[src/rtl/noc_pkg.sv]
// Shared NoC types for the return-path merge tree.
// Packet layout: [8:5] address, [4:0] payload.
package noc_pkg;

  localparam int PKT_W   = 9;
  localparam int ADDR_HI = 8;
  localparam int ADDR_LO = 5;

  typedef logic [PKT_W-1:0] pkt_t;

  typedef enum logic [1:0] {
    IDLE = 2'd0,
    SEL  = 2'd1,
    DATA = 2'd2
  } merge_state_t;

  // Address field of a packet; the merge node never inspects it.
  function automatic logic [ADDR_HI-ADDR_LO:0] addr_of(pkt_t p);
    return p[ADDR_HI:ADDR_LO];
  endfunction

endpackage

[src/rtl/merge13_node_rr_arb2.sv]
// Two-way round-robin arbiter, purely combinational.
// On a tie the input that did not win last time is granted.
module rr_arb2 (
  input  logic [1:0] req,
  input  logic       last_grant,
  output logic       gnt_valid,
  output logic       gnt_idx
);

  // Pick a winner from the request pair and the previous winner.
  always_comb begin
    gnt_valid = |req;
    gnt_idx   = 1'b0;
    unique case (req)
      2'b01:   gnt_idx = 1'b0;
      2'b10:   gnt_idx = 1'b1;
      2'b11:   gnt_idx = ~last_grant;
      default: gnt_idx = 1'b0;
    endcase
  end

endmodule

[src/rtl/merge13_node.sv]
// Two-to-one merge node: emits a source token on S, then the packet on Out.
// Per-input saturating counters track forwarded packets.
module merge13_node
  import noc_pkg::*;
#(
  parameter int W     = PKT_W,
  parameter int CNT_W = 8
) (
  input  logic             CLK,
  input  logic             RESET,
  input  logic [W-1:0]     In0_data,
  input  logic             In0_valid,
  output logic             In0_ready,
  input  logic [W-1:0]     In1_data,
  input  logic             In1_valid,
  output logic             In1_ready,
  output logic             S_data,
  output logic             S_valid,
  input  logic             S_ready,
  output logic [W-1:0]     Out_data,
  output logic             Out_valid,
  input  logic             Out_ready,
  output logic [CNT_W-1:0] cnt0,
  output logic [CNT_W-1:0] cnt1,
  output logic             busy
);

  localparam logic [CNT_W-1:0] CNT_MAX = '1;

  merge_state_t     r_state;
  logic             r_last_grant;
  logic             r_grant;
  logic             r_s_valid;
  logic             r_out_valid;
  logic [W-1:0]     r_pkt_buf;
  logic [CNT_W-1:0] r_cnt0;
  logic [CNT_W-1:0] r_cnt1;

  logic             w_gnt_valid;
  logic             w_gnt_idx;
  logic             w_idle;
  logic             w_out_done;

  rr_arb2 u_arb (
    .req        ({In1_valid, In0_valid}),
    .last_grant (r_last_grant),
    .gnt_valid  (w_gnt_valid),
    .gnt_idx    (w_gnt_idx)
  );

  // Readies are gated by reset so nothing is accepted while held in reset.
  assign w_idle     = !RESET && (r_state == IDLE);
  assign In0_ready  = w_idle && w_gnt_valid && !w_gnt_idx;
  assign In1_ready  = w_idle && w_gnt_valid &&  w_gnt_idx;
  assign w_out_done = (r_state == DATA) && Out_ready;

  assign S_data    = r_grant;
  assign S_valid   = r_s_valid;
  assign Out_data  = r_pkt_buf;
  assign Out_valid = r_out_valid;
  assign cnt0      = r_cnt0;
  assign cnt1      = r_cnt1;
  assign busy      = (r_state != IDLE);

  // Accept -> S token -> packet sequencer with registered valids.
  always_ff @(posedge CLK or posedge RESET) begin
    if (RESET) begin
      r_state      <= IDLE;
      r_last_grant <= 1'b1;
      r_grant      <= 1'b0;
      r_pkt_buf    <= '0;
      r_s_valid    <= 1'b0;
      r_out_valid  <= 1'b0;
    end else begin
      unique case (r_state)
        IDLE: begin
          if (w_gnt_valid) begin
            r_pkt_buf <= w_gnt_idx ? In1_data : In0_data;
            r_grant   <= w_gnt_idx;
            r_s_valid <= 1'b1;
            r_state   <= SEL;
          end
        end
        SEL: begin
          if (S_ready) begin
            r_s_valid   <= 1'b0;
            r_out_valid <= 1'b1;
            r_state     <= DATA;
          end
        end
        DATA: begin
          if (Out_ready) begin
            r_out_valid  <= 1'b0;
            r_last_grant <= r_grant;
            r_state      <= IDLE;
          end
        end
        default: begin
          r_s_valid   <= 1'b0;
          r_out_valid <= 1'b0;
          r_state     <= IDLE;
        end
      endcase
    end
  end

  // Count each forwarded packet against its source, holding at full scale.
  always_ff @(posedge CLK or posedge RESET) begin
    if (RESET) begin
      r_cnt0 <= '0;
      r_cnt1 <= '0;
    end else if (w_out_done) begin
      if (!r_grant) begin
        if (r_cnt0 != CNT_MAX) r_cnt0 <= r_cnt0 + 1'b1;
      end else begin
        if (r_cnt1 != CNT_MAX) r_cnt1 <= r_cnt1 + 1'b1;
      end
    end
  end

endmodule

[config.mk]
export PLATFORM = sky130hd
export DESIGN_NAME = merge13_node
export DESIGN_NICKNAME = d
export VERILOG_FILES = /design/src/rtl/noc_pkg.sv /design/src/rtl/merge13_node_rr_arb2.sv /design/src/rtl/merge13_node.sv
export SDC_FILE = /design/constraint.sdc
export NUM_CORES = 1
export LEC_CHECK = 0
export ABC_AREA = 0
export ABC_CLOCK_PERIOD_IN_PS = 1700
export CORE_UTILIZATION = 55
export DETAILED_ROUTE_END_ITERATION = 12
export DONT_BUFFER_PORTS = 1
export GPL_TIMING_DRIVEN = 0
export PLACE_DENSITY = 0.73
export SLEW_MARGIN = 20
export SYNTH_ARGS = -nofsm -noshare
export SYNTH_HDL_FRONTEND = slang
export SYNTH_SLANG_ARGS = --single-unit
[constraint.sdc]
create_clock -name CLK -period 1.7 [get_ports CLK]
set_input_delay 0.34 -clock CLK [delete_from_list [all_inputs] [get_ports CLK]]
set_output_delay 0.34 -clock CLK [all_outputs]
set_load 0.1 [all_outputs]
==> results of run 1 <==
## layer usage
| layer | vias to the layer above | wire, µm | share of wire [%] |
|---|---|---|---|
| li1 | 510 | - | - |
| met1 | 571 | 1428 | 39 |
| met2 | 43 | 1955 | 53 |
| met3 | 9 | 234 | 6.3 |
| met4 | 0 | 76 | 2.1 |
| met5 | - | 0 | 0 |
## logic make-up (layout without fill, tap and decap cells)
group | count (synthesis) | after routing | synth area share, %
and+or+nand+nor | 48 | 48 | 19.37
DFF | 31 | 31 | 51.62
AOI/OAI and AO/OA | 17 | 17 | 11.14
buffers and inverters | 17 | 42 | 5.902
xor gates and xnor gates | 10 | 10 | 5.819
muxes | 6 | 6 | 4.488
adders and majority gates | 2 | 2 | 1.662
## cell usage after synthesis, drive strengths merged
cell type and instances:
nand2b 4, a222oi 9, nand3b 1, nor3 1, dfstp 1, buf 5
xor2 2, nor2 6, nand4 2, nand4b 1, ha 2, inv 12
nand2 19, a41oi 1, xnor2 8, nand4bb 1, a21oi 3, and3 5
dfrtp 30, and2 3, and4 2, o21ai 4, mux2 6, nand3 3
## area by class of cell
| class | instances | area, µm² | share of cell area [%] |
|---|---|---|---|
| well taps | 30 | 37.54 | 1.871 |
| inverters | 12 | 48.80 | 2.433 |
| plain buffers | 5 | 50.05 | 2.495 |
| multi-input cells | 83 | 797.0 | 39.74 |
| clock buffers | 6 | 51.30 | 2.558 |
| flip-flops and latches | 31 | 820.8 | 40.92 |
| repair buffers | 17 | 165.2 | 8.235 |
| clock inverters | 2 | 35.03 | 1.747 |
## what timing repair did
| action | CTS | global route |
|---|---|---|
| endpoints found under the hold margin | 30 | 0 |
| setup buffers | 10 | 5 |
| pin swaps | 11 | 16 |
| resized for setup | 15 | 26 |
| hold buffers | 2 | 0 |
| endpoints found under the setup margin | 14 | 23 |
| gates cloned | 0 | 0 |
## stage by stage
step                      hold slack, ns  utilization, %  std cells
after floorplan                   0.2696               -        131
after global placement            0.3353           64.14        161
after detailed placement          0.3474           64.14        161
after CTS                         0.1183           73.86        181
after global routing              0.1191           79.51        186
final                             0.1210           79.51        186
## state kept, by name, indices dropped and copies added, names as in the netlist
signal,count
Out_valid,1
r_last_grant,1
r_state,2
S_valid,1
S_data,1
Out_data,9
cnt1,8
cnt0,8
## worst max path at each step
stage                     cells after the start  slack (ns)          from        end
after floorplan                               4       -0.05       cnt1[1]    cnt1[1]
after global placement                        4       -0.10       cnt1[1]    cnt1[1]
after detailed placement                      5       -0.14       cnt1[1]    cnt1[4]
after global routing                          5       -0.29    r_state[1]  In1_ready
final                                         5       -0.26    r_state[1]  In1_ready
after CTS                                     4       -0.24  r_last_grant  In0_ready
==> run metrics, run 1 <==
run status complete, but fails checks; violated checks setup timing; cell depth of the worst min-delay path 2; Worst Path Class, Setup reg -> out; routing layer with the top usage in global route met2; number of buffers inserted during clock tree synthesis 5; starting density of the core 59.67%; total negative setup slack -1.430 ns; wire length per cell 19.86 µm; minimum setup slack in the final design -0.2603 ns; met3 Resource Use GR 8.611%; Netlist cell types 29; Vias/cell 6.091; wire length of the first global-routing pass 4767 µm; Diodes inserted 0; die span in x 54.32 µm; overall routed net length 3694 µm; placement row count 18; cell breakdown of the critical path buf_6 -> nor2_4 -> and3_4 -> buf_6 -> and2_4; Max FO, Critical Path 7; area fraction of the dominant cell type after synthesis 49.88%; number of warnings reported in the yosys synthesis log 0; Largest stage delay, worst path 0.39 ns; # H-tree levels 2; CP required 1.36 ns; Die Ht 54.32 µm; share of the clock period used by the worst path after layout 115.3%; TritonCTS Sinks 31; die footprint 2950 µm²; number of port buffers 0; final count of negative-setup-slack endpoints 17; R2R Path Start cnt1[0]; # fillers 152; Final Slew Violations 0; Critical-path top delay cell sky130_fd_sc_hd__dfrtp_1; hold crit path type in -> reg; final net count 181; RSZ-0062 raised after global routing true; top achievable clock speed 510.1 MHz; Worst Hold Path EP Out_data[0]; total congestion overflow 0; clock tree from TritonCTS done; headroom to the max-slew limit 38.31%; Clock Root Buffer sky130_fd_sc_hd__clkbuf_4; highest-count cells in the layout ignoring fill and taps 13 x sky130_fd_sc_hd__dfrtp_1, 13 x sky130_fd_sc_hd__nand2_1, 11 x sky130_fd_sc_hd__inv_1, 10 x sky130_fd_sc_hd__buf_6; clock insertion delay at the later pin of the skew report 0.34 ns; Design Area, Final 2006 µm²; Worst Skew 0.01030 ns; area of the placeable core 2522 µm²; met2 Track Usage GR 36.59%; Synth Area per Inst 11.49 µm²; pre-CTS setup slack -0.1369 ns; most common cell type on the critical path sky130_fd_sc_hd__buf_6; First DRT Iteration DRCs 49; largest area contributor in the synthesized netlist sky130_fd_sc_hd__dfrtp_1; via total after detailed routing 1133; critical path capture point type output pin; register area share after synthesis 51.62%; slack of the worst reg-to-reg path -0.14 ns; DRT Pass-1 Iters 5; maximum number of pins on one net before global-route repair 31; arrival time reported for the critical path endpoint 1.62 ns; post-DP HPWL 1966 µm; largest buffer count on any clock path 2; number of antenna violations at the first check in global routing 0; number of maximum-capacitance constraint violations 0; final critical delay including setup and external delays 1.960 ns; Net Count, Synth 157; number of cells produced by synthesis 131; measured slew at the worst slew-check pin 0.9254 ns; clock slew at the register clock pins of the worst setup and hold paths 0.10 ns; endpoint of the worst-slack reg-to-reg timing path cnt1[1]; cell area after synthesis 1505 µm²; Buffers & Inverters on Critical Path 2; depth of the worst register-to-register path 4; number of remaining DRC errors 0; number of register bits inferred by synthesis 31; final weighted congestion in routability-driven placement 0.7341; Detail Route Antenna Nets 0; number of hold violations in the final report 0; number of global-route vias before repair 1029; share of post-route cells with drive strength above 1 53.85%; global routing met1 resource utilization 29.59%; area delta synth->final 33.25%; post-detailed-placement cell area 1618 µm²; category of the worst setup path launch point flip-flop; delay-heaviest family, CP simple AND/OR/NAND/NOR gates; Min-Delay Startpoint In0_data[0]; top cells by area in the synthesized netlist sky130_fd_sc_hd__dfrtp_1 50%, sky130_fd_sc_hd__a222oi_1 6.0%, sky130_fd_sc_hd__nand2_1 4.7%; Boundary Pins 55; All-Layer GR Usage 24.01%
Power of run 1 is left out: the tool's default activity adds up to more than one toggle a clock period on the data nets, which glitch-free logic cannot reach.
==> run 2: changes to the inputs <==
- CAP_MARGIN: not set -> 40
- RECOVER_POWER: not set -> 25
==> run metrics, run 2 (synthesized netlist as in run 1, its figures left out) <==
run status complete, but fails checks; violated checks setup timing; largest buffer count on any clock path 2 (unchanged); Worst Skew 0.01061 ns (+0.0003109 ns); wire length per cell 18.09 µm (-8.9%); arrival time reported for the critical path endpoint 1.52 ns (-0.10 ns); number of global-route vias before repair 1105 (+7.4%); All-Layer GR Usage 24.56% (+0.55 points); number of port buffers 0 (unchanged); category of the worst setup path launch point flip-flop; WHS 0.1198 ns (-0.001148 ns); final count of negative-setup-slack endpoints 13 (-4); area delta synth->final 41.06%; CP required 1.36 ns (about the same); number of antenna violations at the first check in global routing 0 (unchanged); Diodes inserted 0 (unchanged); hold crit path type in -> reg; met2 Track Usage GR 39.23% (+2.6 points); final net count 194 (+7.2%); Clock Root Buffer sky130_fd_sc_hd__clkbuf_4; placement row count 18 (unchanged); number of remaining DRC errors 0 (unchanged); measured slew at the worst slew-check pin 0.8998 ns (-0.02562 ns); final weighted congestion in routability-driven placement 0.7341 (unchanged); wire length of the first global-routing pass 4940 µm (+3.6%); RSZ-0062 raised after global routing true; maximum number of pins on one net before global-route repair 31 (unchanged); Worst Path Class, Setup reg -> out; Final Slew Violations 0 (unchanged); routing layer with the top usage in global route met2; post-DP HPWL 2100 µm (+6.8%); # H-tree levels 2 (unchanged); Boundary Pins 55 (unchanged); highest-count cells in the layout ignoring fill and taps 16 x sky130_fd_sc_hd__nand2_1, 14 x sky130_fd_sc_hd__dfrtp_1, 10 x sky130_fd_sc_hd__inv_1, 9 x sky130_fd_sc_hd__dfrtp_4, 9 x sky130_fd_sc_hd__a222oi_1; pre-CTS setup slack -0.1443 ns (-0.007370 ns); total area of multi-input combinational cells 772.0 µm² (-3.1%); Vias/cell 5.854 (-3.9%); clock tree from TritonCTS done; starting density of the core 59.67% (unchanged); number of maximum-capacitance constraint violations 0 (unchanged); total negative setup slack -1.096 ns (+0.3334 ns); final critical delay including setup and external delays 1.857 ns (-0.1033 ns); critical path capture point type output pin; number of flip-flops in the largest register 9 (unchanged); global routing met1 resource utilization 28.90% (-0.69 points); Max FO, Critical Path 3 (-4); die footprint 2950 µm² (unchanged); die span in x 54.32 µm (unchanged); Register Area 819.5 µm² (-0.15%); TritonCTS Sinks 31 (unchanged); area of the placeable core 2522 µm² (unchanged); minimum setup slack in the final design -0.1570 ns (+0.1033 ns); number of buffers inserted during clock tree synthesis 5 (unchanged); total congestion overflow 0 (unchanged); overall routed net length 3600 µm (-2.5%); share of post-route cells with drive strength above 1 47.34% (-6.5 points); clock insertion delay at the later pin of the skew report 0.34 ns (about the same); met3 Resource Use GR 10.00% (+1.4 points); Detail Route Antenna Nets 0 (unchanged); # fillers 128 (-16%); First DRT Iteration DRCs 49 (unchanged); via total after detailed routing 1165 (+2.8%); number of hold violations in the final report 0 (unchanged); top achievable clock speed 538.5 MHz (+5.6%); headroom to the max-slew limit 40.01% (+1.7 points); clock slew at the register clock pins of the worst setup and hold paths 0.11 ns (about the same); fin util 84.18% (+4.7 points); Die Ht 54.32 µm (unchanged); share of the clock period used by the worst path after layout 109.2% (-6.1 points); DRT Pass-1 Iters 9 (+4); most common cell after layout, fill and taps aside sky130_fd_sc_hd__nand2_1
[run 2: cell count changes in the layout (fill, tap and decap cells not counted), sizes merged]
cell,delta
clkinvlp,+3
clkbuf,+11
bufinv,-1
buf,+1
inv,-1
[run 2: worst paths after layout]
kind	start	to	slack, ns	depth (start not counted)
worst min-delay path	In0_data[1]	Out_data[1]	0.12	2
worst max register to register	cnt1[1]	cnt1[1]	-0.15	4
min in group asynchronous	RESET	r_last_grant	0.57	2
worst min register to register	r_last_grant	r_last_grant	0.49	2
max in group asynchronous	RESET	S_data	0.33	3
worst max-delay path	r_last_grant	In0_ready	-0.16	3
[run 2: worst max-delay path, cell delays in order (launching register included)]
cell and delay [ns]:
sky130_fd_sc_hd__dfstp_2 0.56, sky130_fd_sc_hd__nand2b_4 0.12, sky130_fd_sc_hd__and3_4 0.18, sky130_fd_sc_hd__and2_4 0.33
[run 2: area by class of cell]
cell class	instances	share of cell area, %
buffer	1	0.2357
clock buffer	5	1.768
clock inverter	3	0.9428
inverter	12	2.357
multi-input combinational	83	36.36
sequential	31	38.60
tap	30	1.768
timing repair buffer	34	17.97
[run 2: per-layer routing]
layer	up-vias	share of wire (%)
met4	0	2.1
li1	530	-
met5	-	0
met2	47	52
met1	581	38
met3	7	7.8
[run 2: timing repair]
item / in CTS / in global routing
cloned: 0 / 0
gates resized for setup: 14 / 20
pin swaps: 11 / 12
hold buffers: 2 / 0
setup buffers: 8 / 4
endpoints found under the hold margin: 30 / 0
setup endpoints to repair: 13 / 16
[run 2: metrics by stage]
step                instances  area (µm²)
floorplan                 131        1580
global placement          161        1618
detailed placement        169        1743
CTS                       187        1939
global route              199        2123
finish                    199        2123
Power of run 2 is left out for the same reason.
==> run 3: changes to the inputs <==
- HOLD_SLACK_MARGIN: not set -> 0.05
- TNS_END_PERCENT: not set -> 50
==> run metrics, run 3 (synthesized netlist as in run 1, its figures left out) <==
clock insertion delay at the later pin of the skew report 0.34 ns (about the same); violated checks setup timing; final count of negative-setup-slack endpoints 12 (-1); Detail Route Antenna Nets 0 (unchanged); starting density of the core 59.67% (unchanged); fin util 80.26% (-3.9 points); number of maximum-capacitance constraint violations 0 (unchanged); most common cell after layout, fill and taps aside sky130_fd_sc_hd__nand2_1; Largest stage delay, worst path 0.57 ns (about the same); clock slew at the register clock pins of the worst setup and hold paths 0.11 ns (about the same); number of port buffers 0 (unchanged); First DRT Iteration DRCs 43 (-12%); routing layer with the top usage in global route met2; area delta synth->final 34.50%; minimum setup slack in the final design -0.1687 ns (-0.01173 ns); final critical delay including setup and external delays 1.869 ns (+0.01173 ns); Worst Path Class, Setup reg -> out; total congestion overflow 0 (unchanged); # H-tree levels 2 (unchanged); number of hold violations in the final report 0 (unchanged); Boundary Pins 55 (unchanged); number of antenna violations at the first check in global routing 0 (unchanged); Worst Skew 0.01470 ns (+0.004087 ns); Vias/cell 5.934 (+1.4%); DRT Pass-1 Iters 5 (-4); number of remaining DRC errors 0 (unchanged); pre-CTS setup slack -0.1443 ns (unchanged); Design Area, Final 2024 µm² (-4.7%); depth of the worst register-to-register path 4 (unchanged); via total after detailed routing 1163 (-0.17%); category of the worst setup path launch point flip-flop; clock tree from TritonCTS done; post-detailed-placement cell area 1743 µm² (unchanged); placement row count 18 (unchanged); top achievable clock speed 535.1 MHz (-0.63%); CP startpoint r_last_grant; area of the placeable core 2522 µm² (unchanged); number of buffers inserted during clock tree synthesis 5 (unchanged); hold crit path type in -> reg; overall routed net length 3466 µm (-3.7%); All-Layer GR Usage 23.91% (-0.65 points); highest-count cells in the layout ignoring fill and taps 19 x sky130_fd_sc_hd__nand2_1, 14 x sky130_fd_sc_hd__dfrtp_1, 10 x sky130_fd_sc_hd__inv_1, 9 x sky130_fd_sc_hd__a222oi_1; Diodes inserted 0 (unchanged); global routing met1 resource utilization 27.84% (-1.1 points); wire length of the first global-routing pass 4809 µm (-2.7%); Max FO, Critical Path 3 (unchanged); Critical-path top delay cell sky130_fd_sc_hd__dfstp_2; final net count 191 (-1.5%); CP required 1.36 ns (about the same); Final Slew Violations 0 (unchanged); number of flip-flops in the largest register 9 (unchanged); final weighted congestion in routability-driven placement 0.7341 (unchanged); met3 Resource Use GR 10.00% (unchanged); share of the clock period used by the worst path after layout 109.9% (+0.69 points); largest buffer count on any clock path 2 (unchanged); delay-heaviest family, CP simple AND/OR/NAND/NOR gates; arrival time reported for the critical path endpoint 1.53 ns (about the same); R2R Path Start cnt1[1]; logic depth of the worst path, buffers included 3 (unchanged); met2 Track Usage GR 38.21% (-1.0 points); RSZ-0062 raised after global routing true; die footprint 2950 µm² (unchanged); number of global-route vias before repair 1086 (-1.7%); wire length per cell 17.68 µm (-2.2%); headroom to the max-slew limit 39.54% (-0.47 points); post-DP HPWL 2100 µm (unchanged); Die Ht 54.32 µm (unchanged); measured slew at the worst slew-check pin 0.9069 ns (+0.007075 ns); maximum number of pins on one net before global-route repair 31 (unchanged); share of post-route cells with drive strength above 1 42.77% (-4.6 points); Min-Delay Startpoint In0_data[1]; Clock Root Buffer sky130_fd_sc_hd__clkbuf_4; run status complete, but fails checks; Buffers & Inverters on Critical Path 0 (unchanged); TritonCTS Sinks 31 (unchanged); total negative setup slack -1.053 ns (+0.04289 ns); critical path capture point type output pin; die span in x 54.32 µm (unchanged); cell breakdown of the critical path nand2b_4 -> and3_4 -> and2_4; cell depth of the worst min-delay path 2 (unchanged)
[run 3: cell count changes in the layout (fill, tap and decap cells not counted), sizes merged]
| cell | previous run | this run |
|---|---|---|
| buf | 22 | 19 |
[run 3: per-stage QoR]
step	cells	hold WS [ns]
3_3_place_gp	161	0.3353
3_5_place_dp	169	0.3399
4_1_cts	185	0.1043
6_report	196	0.1178
5_1_grt	196	0.1027
2_1_floorplan	131	0.2696
[run 3: worst register-to-register path: stages (launching register included)]
cell and delay [ns]:
sky130_fd_sc_hd__dfrtp_4 0.65, sky130_fd_sc_hd__ha_4 0.22, sky130_fd_sc_hd__and4_4 0.20, sky130_fd_sc_hd__a41oi_4 0.33, sky130_fd_sc_hd__mux2_4 0.33
[run 3: layout make-up]
cell class / instances / area [µm²]
clock buffers: 5 / 37.54
fillers: 143 / 498.0
multi-input cells: 83 / 713.2
plain buffers: 1 / 5.005
repair buffers: 31 / 344.1
well taps: 30 / 37.54
flip-flops and latches: 31 / 817.0
inverters: 12 / 50.05
clock inverters: 3 / 20.02
[run 3: layer usage]
layer	routed length (µm)	share of wire [%]
met3	259	7.5
met4	76	2.2
met1	1299	37
met2	1830	53
met5	0	0
[run 3: repair_timing]
action                                  4_1_cts  5_1_grt
resized for setup                             7        7
hold buffers                                  2        0
setup buffers                                 6        3
endpoints found under the setup margin       13       14
pin swaps                                     9        8
hold endpoints to repair                     30        0
[run 3: final timing paths]
check | endpoint | slack, ns
worst max-delay path | In0_ready | -0.17
worst min-delay path | Out_data[1] | 0.12
worst max register to register | cnt1[1] | -0.13
worst min register to register | r_last_grant | 0.50
max in group asynchronous | cnt0[0] | 0.35
min in group asynchronous | r_last_grant | 0.55
Power of run 3 is left out for the same reason.
